$ cat src/rtl/lcd_bus_responder.sv
// lcd_bus_responder: HD44780-style LCD controller model answering a driver's en/RS/RW/LCD bus
// Ports:
//   clk, rstBt (async active-low)     clock and reset
//   en, RS, RW, LCD[7:0]              driver bus, asynchronous to clk
//   LCD_rd[7:0], LCD_oe               read-back data and its drive enable
//   busy, ac[6:0]                     busy flag and address counter
//   disp_ctl[2:0], func_set[2:0]      latched {D,C,B} and {DL,N,F}
//   overrun                           sticky: write seen while busy
//   dbg_addr[6:0] / dbg_data[7:0]     combinational DDRAM peek
module lcd_bus_responder #(
  parameter int BUSY_CYCLES  = 2000,
  parameter int CLEAR_CYCLES = 82000
) (
  input  logic       clk,
  input  logic       rstBt,
  input  logic       en,
  input  logic       RS,
  input  logic       RW,
  input  logic [7:0] LCD,
  output logic [7:0] LCD_rd,
  output logic       LCD_oe,
  output logic       busy,
  output logic [6:0] ac,
  output logic [2:0] disp_ctl,
  output logic [2:0] func_set,
  output logic       overrun,
  input  logic [6:0] dbg_addr,
  output logic [7:0] dbg_data
);
  localparam int CW = $clog2((BUSY_CYCLES > CLEAR_CYCLES ? BUSY_CYCLES : CLEAR_CYCLES) + 1);
  logic [1:0]      en_q, rs_q, rw_q;
  logic [1:0][7:0] lcd_q;
  logic            en_d, en_s, rs_s, rw_s;
  logic [7:0]      d_s;
  logic            id, boot, fill, fall, wr_ok, long_cmd, is_cls;
  logic [6:0]      fptr, ac_step;
  logic [CW-1:0]   cnt;
  logic [7:0]      mem [80];
  assign en_s     = en_q[1];
  assign rs_s     = rs_q[1];
  assign rw_s     = rw_q[1];
  assign d_s      = lcd_q[1];
  assign fall     = en_d & ~en_s;
  assign busy     = (cnt != '0) | fill;
  assign wr_ok    = fall & ~rw_s & ~busy;
  assign long_cmd = ~rs_s & (d_s[7:2] == 6'd0) & (d_s[1:0] != 2'd0);
  assign is_cls   = ~rs_s & (d_s == 8'h01);
  assign ac_step  = id ? (ac == 7'd79 ? 7'd0 : ac + 7'd1) : (ac == 7'd0 ? 7'd79 : ac - 7'd1);
  always_comb begin
    LCD_oe   = en_s & rw_s;
    LCD_rd   = !LCD_oe ? 8'h00 : rs_s ? mem[ac] : {busy, ac};
    dbg_data = dbg_addr <= 7'd79 ? mem[dbg_addr] : 8'h00;
  end
  // boot holds through reset so the 0x20 fill starts on the first clock after release
  always_ff @(posedge clk or negedge rstBt) begin
    if (!rstBt) begin
      en_q     <= '0;
      rs_q     <= '0;
      rw_q     <= '0;
      lcd_q    <= '0;
      en_d     <= 1'b0;
      ac       <= 7'd0;
      id       <= 1'b1;
      disp_ctl <= 3'b000;
      func_set <= 3'b000;
      overrun  <= 1'b0;
      boot     <= 1'b1;
      fill     <= 1'b0;
      fptr     <= 7'd0;
      cnt      <= '0;
    end else begin
      en_q  <= {en_q[0], en};
      rs_q  <= {rs_q[0], RS};
      rw_q  <= {rw_q[0], RW};
      lcd_q <= {lcd_q[0], LCD};
      en_d  <= en_s;
      boot  <= 1'b0;
      cnt   <= cnt != '0 ? cnt - CW'(1) : '0;
      if (fill) begin
        fptr <= fptr + 7'd1;
        if (fptr == 7'd79) fill <= 1'b0;
      end
      if (boot) begin
        fill <= 1'b1;
        fptr <= 7'd0;
      end
      if (fall & ~rw_s & busy) overrun <= 1'b1;
      if (fall & rw_s & rs_s) ac <= ac_step;
      if (wr_ok) begin
        cnt <= long_cmd ? CW'(CLEAR_CYCLES) : CW'(BUSY_CYCLES);
        if (rs_s) ac <= ac_step;
        else
          casez (d_s)
            8'b1???????: if (d_s[6:0] <= 7'h4F) ac <= d_s[6:0];
            8'b001?????: func_set <= d_s[4:2];
            8'b00001???: disp_ctl <= d_s[2:0];
            8'b000001??: id <= d_s[1];
            8'b0000001?: ac <= 7'd0;
            8'b00000001: begin
              ac   <= 7'd0;
              id   <= 1'b1;
              fill <= 1'b1;
              fptr <= 7'd0;
            end
            default: ;
          endcase
      end
    end
  end
  // fill and accepted data writes never coincide: fill implies busy, which blocks writes
  always_ff @(posedge clk) begin
    if (fill) mem[fptr] <= 8'h20;
    else if (wr_ok & rs_s) mem[ac] <= d_s;
  end
endmodule

$ cat config.mk
export PLATFORM = sky130hd
export DESIGN_NAME = lcd_bus_responder
export DESIGN_NICKNAME = d
export VERILOG_FILES = /design/src/rtl/lcd_bus_responder.sv
export SDC_FILE = /design/constraint.sdc
export NUM_CORES = 1
export LEC_CHECK = 0
export CORE_ASPECT_RATIO = 1.75
export CORE_MARGIN = 4
export CORE_UTILIZATION = 25
export DETAILED_ROUTE_END_ITERATION = 12
export REMOVE_ABC_BUFFERS = 1
export SYNTH_ARGS = -nofsm -noshare
export SYNTH_HDL_FRONTEND = slang
export SYNTH_SLANG_ARGS = --single-unit
$ cat constraint.sdc
create_clock -name clk -period 4.95 [get_ports clk]
set_clock_uncertainty 0.05 [all_clocks]
set_input_delay 0.7425 -clock clk [delete_from_list [all_inputs] [get_ports clk]]
set_output_delay 0.7425 -clock clk [all_outputs]
set_load 0.01 [all_outputs]
### After elaboration in Yosys (flattened, before gate mapping)

Memory sizes are Yosys's and may differ from the RTL's.
Index checks and enable logic that the tools add are counted.

* RAM bits: 640
* input bits: 20
* flip-flop bits (word level): 64
* word-level logic and storage cells: 88
* memories kept: 1
* output and inout port bits: 32

* order comparisons: 2
* mux-type cells: 34
* eq/ne operators: 7
* add/subtract/negate cells: 4
* reductions and logical operators: 10
* bitwise operators: 15

Memories
* mem: depth 80, width 8, read ports 2, clocked after Yosys merged registers in 0, wr ports 1, line 38 `logic [7:0] mem [80];`

Operators with widths (number)
* two-way mux 7 bit: 13
* two-way mux 17 bit: 3
* two-way mux 8 bit: 4
* nonzero test 17 bit: 1
* subtractor 17 x 1 -> 17 bit, second input constant: 1
* adder 7 x 1 -> 7 bit, second input constant: 2
* equality test 7 bit, second input constant: 2
* less-or-equal comparator 7 bit, second input constant: 2
* one-hot mux 7 bit (2 select lines): 1
* two-way mux 1 bit: 12
* AND 1 bit: 10
* AND reduction 3 bit: 3
* equality test 8 x 1 -> 1 bit, second input constant: 1
* OR reduction 8 bit: 1
* equality test 7 x 1 -> 1 bit, second input constant: 1
* logical NOT 7 bit: 1
* subtractor 7 x 1 -> 7 bit, second input constant: 1
* equality test 6 x 1 -> 1 bit, second input constant: 1
* logical NOT 6 bit: 1
* equality test 5 x 1 -> 1 bit, second input constant: 1
* NOT 1 bit: 4
* nonzero test 2 bit: 2
* equality test 3 x 1 -> 1 bit, second input constant: 1
* one-hot mux 1 bit (2 select lines): 1
* 2 further kinds: 2

### Logic depth before layout (Yosys ltp)

* depth after elaboration: 10
* gate-level depth with buffers: 13
* gate-level depth less buffers: 8

### Least setup slack after synthesis

OpenSTA, ideal clock, no wires.

* path type: reg-to-reg
* start point: register cnt[9]
* end point: memory mem[0][3], data pin
* library setup time: 573 ps
* arrival time: 3782 ps
* path slack: 545 ps
* buffers on the path: 1
* stages on the path, launching flop included: 6
* period minus slack after synthesis: 4405 ps
* data required time: 4327 ps
* path through: dfrtp_1 -> or4_1 -> nor4_1 -> nand4_1 -> buf_2 -> nor2_1

* longest elaborated chain between the ends: 10

Ends and longest elaborated chain
* start, declared: line 37 `logic [CW-1:0] cnt;`
* start signal, assigned: line 78 `cnt <= cnt != '0 ? cnt - CW'(1) : '0;`
* start signal, assigned: line 90 `cnt <= long_cmd ? CW'(CLEAR_CYCLES) : CW'(BUSY_CYCLES);`
* nonzero test 17 bit: line 44 `assign busy = (cnt != '0) | fill;`
* bitwise OR 1 bit: line 44
* NOT 1 bit: line 45 `assign wr_ok = fall & ~rw_s & ~busy;`
* AND 1 bit: line 45
* AND 1 bit: line 113 `else if (wr_ok & rs_s) mem[ac] <= d_s;`
* two-way mux 1 bit: line 113
* two-way mux 1 bit: line 112 `if (fill) mem[fptr] <= 8'h20;`
* two-way mux 1 bit (not written as such): line 113
* OR reduction 8 bit (no line)
* two-way mux 8 bit (no line)
* end, declared: line 38

Every way passes these cells.

### Worst setup path in the final report

* start point: register ac[0]
* end point: output LCD_rd[5]

* longest elaborated chain between the ends: 3

Ends and longest elaborated chain
* start, declared: line 23 `output logic [6:0] ac,`
* start signal, assigned: line 88 `if (fall & rw_s & rs_s) ac <= ac_step;`
* start signal, assigned: line 91 `if (rs_s) ac <= ac_step;`
* memory read (80 x 8 bit)
* two-way mux 8 bit (2 in series): line 51 `LCD_rd = !LCD_oe ? 8'h00 : rs_s ? mem[ac] : {busy, ac};`
* end, declared: line 20 `output logic [7:0] LCD_rd,`

Every way passes these cells.

==> impl_results.md <==
* Worst-path clk slew at 0.08 ns
* I/O pin total at 52
* Slew Limit Fails at 0
* Share of post-route cells with drive strength above 1 at 33.1%
* Iter 0 DRT Violations at 1982
* Reg2reg start: cnt[8]
* All-Layer GR Usage at 15.4%
* Power Dens Cells at 388 nW/um^2
* Crit path DAT at approximately 4.2 ns
* Top-area cell type share of the netlist area at a little under three fifths
* WL/cell at 28.1 um
* Initial antenna violation count at 1
* Hold Buf Count CTS at 0
* Flop-to-flop setup slack at between 0.7 and 0.8 ns
* Post-synth EDFFs at 640
* CTS Root Cell: clkbuf_16
* Yosys warnings at 0
* Yosys reg bits at roughly 700
* Met3 WL at about 5800 um
* Layout Nets at ~2100
* Gpl congestion at 0.935
* WL final at approximately 110000 um
* First-pass DRT Iterations at 6
* Vias at ~20000
* Number of buffers added on ports at 51
* Mapped Cells at 1894
* CP max stage cell: mux4_2
* Synth cell types at 76
* Top layer in use: met4
* Largest net degree at the start of global routing at 65
* WL met2 at 57100 um
* Cell area after synthesis at 33600 sq um
* Crit path launch type: flop
* Hold Worst Slack at ~0.22 ns
* Worst Path Max Fanout at 11
* Area Overhead vs Synth at 18.3%
* Final ANT Viol Nets at 0
* Core area at 133000 sq um
* Ys flop type: edfxtp_1
* Max Fclk at 202 MHz
* Final Setup Violations at 0
* IR drop worst, VDD at around 0.25 mV
* LEAKAGE at 14.2 nW
* Critical Path RT at 4.16 ns
* Final Cell Area at 39800 sq um
* Worst-Skew Late Latency at ~0.66 ns
* # rows at 177
* Worst Hold Class: primary input to asynchronous set/reset pin
* Post-synthesis async set-or-reset flop share at under 10%
* M1 WL at 37500 um
* CTS tree: done
* RSZ-0062 raised after global routing: yes
* Sequential share of the synthesized area at 61.9%
* Vias per cell at between 5 and 6
* Syn_area_per_cell at about 18 sq um
* Post-DP Area at around 37000 sq um
* Dpl hpwl at 79300 um
* Slowest Stage Delay on Critical Path at approximately 0.63 ns
* Cell breakdown of the critical path: buf_4 -> buf_6 -> mux4_2 -> mux4_2 -> nand2_1 -> nand4_1 -> a31oi_1 -> nor3_1 -> buf_4 -> clkdlybuf4s50_1
* Final design utilization at 29.8%
* Period utilization at between 90 and 100%
* Slew @ Worst Pin at 1.10 ns
* DRC Markers at 0
* Vias in the first global route at 21300
* Final hold viol count at 0
* Chip width at 285 um
* First-pass GRT wire length at 156000 um
* Setup crit end kind: output port
* Clk buf depth at 3
* Max Cap Violations at 0
* R2R depth at 6
* TritonCTS buffer count at 71
* Die Area at 141000 sq um
* Min cycle time layout at 4.95 ns
* Overflow after GRT at 0
* Max-slew headroom at 26.1%
* Initial Util at around a quarter
* Clock net sink count at 704
* Leading area contributor after synthesis: edfxtp_1
* Die height at just under 500 um
* Setup Crit Path Kind: flop to output port
* Htree depth at 3
* Status: finished clean
* Number of fill cells at 13200
* Synth top area cells: edfxtp_1 (57%), mux4_2 (23%), dfrtp_1 (4.6%)
* Worst r2r dst: mem[31][4]
==> synthesized netlist by cell type, drive strengths merged (11+ instances only) <==
library cell / n
mux2: 23
o22ai: 19
mux2i: 70
a22oi: 18
clkbuf: 70
nand4: 15
dfrtp: 62
a21oi: 27
nand2: 67
o21ai: 44
xnor2: 16
a31oi: 15
edfxtp: 640
nand3: 29
buf: 70
nor3: 34
nor4: 12
inv: 12
nor2b: 11
nand2b: 12
nor2: 135
o211ai: 19
mux4: 343
and2: 13
==> worst max-delay path, delay by kind of cell (launching register included) <==
family | cells | cell delay, ns
mux | 2 | 1.16
buf+inv | 4 | 1.13
flops | 1 | 0.58
simple gates | 3 | 0.37
compound gates | 1 | 0.25
==> state kept, by name (all words and copies together) (netlist names), 2 cells and up <==
register	count
mem	640
cnt	17
d_s	8
lcd_q	8
ac	7
fptr	7
disp_ctl	3
func_set	3
en_q	2
rs_q	2
rw_q	2
==> report_power, final <==
| part | switching, mW | leakage [nW] | internal [mW] |
|---|---|---|---|
| registers | 0.181 | 8.09 | 6.52 |
| logic | 1.88 | 4.93 | 1.35 |
| clock network | 2.37 | 1.14 | 3.12 |
==> metal layers <==
metal	track usage [%]	up-vias
met1	16.4	10700
li1	-	8296
met4	11.5	0
met2	27.5	903
met5	0	-
met3	2.34	314
==> worst max path at each step <==
stage                 to  depth (start not counted)  start
2_1_floorplan      ac[0]                          8  ac[0]
3_3_place_gp   LCD_rd[6]                          6  ac[3]
3_5_place_dp   LCD_rd[6]                          6  ac[3]
4_1_cts        LCD_rd[2]                          8  ac[0]
5_1_grt        LCD_rd[5]                         10  ac[0]
6_report       LCD_rd[5]                         10  ac[0]
==> cell usage in the layout, fill, tap and decap left out, types with 14 or more instances in the layout <==
master,instances
clkbuf_16,76
clkdlybuf4s50_1,46
xnor2_1,16
o22ai_1,19
a31oi_1,15
a21oi_1,27
nor3_1,32
mux4_2,343
mux2_2,20
nor2_1,134
edfxtp_1,640
clkinv_1,17
dfrtp_1,58
nand4_1,14
buf_4,173
mux2i_1,70
o21ai_0,38
nand3_1,28
nand2_1,67
a22oi_1,18
o211ai_1,19
==> logic make-up after synthesis <==
kind of cell             after synthesis  share of synthesized area [%]
AO/OA/AOI/OAI                        201                           4.04
XOR/XNOR                              19                          0.495
adder cells (fa/ha/maj)                6                          0.223
buffers and inverters                155                           2.00
flip-flops                           704                           61.9
multiplexers                         436                           25.8
other                                  1                         0.0111
AND/OR/NAND/NOR                      372                           5.48
==> repair_timing <==
action	4_1_cts	5_1_grt
setup buffers	10	2
gates resized for setup	6	4
cloned	0	1
setup endpoints to repair	8	5
==> through the flow <==
stage	cells	worst slack (ns)	TNS (ns)	power (mW)
floorplan	1754	-5.66	-2246.54	8.56
global placement	3771	0.136	0	9.81
detailed placement	3771	0.249	0	9.86
CTS	3909	0.0142	0	15.5
global route	3913	-0.00878	-0.00878	15.9
finish	3913	0.000313	0	15.4
==> cell type report <==
| type | instances | area, sq um | share of cell area (%) |
|---|---|---|---|
| Sequential cell | 704 | 20800 | 52.4 |
| Multi-Input combinational cell | 1035 | 12200 | 30.6 |
| Tap cell | 1790 | 2240 | 5.63 |
| Timing Repair Buffer | 240 | 2130 | 5.35 |
| Clock buffer | 85 | 1930 | 4.86 |
| Clock inverter | 43 | 407 | 1.02 |
| Inverter | 15 | 56.3 | 0.142 |
| Antenna cell | 1 | 2.50 | 0.00629 |
No activity file was read; power rests on OpenSTA's default activity.
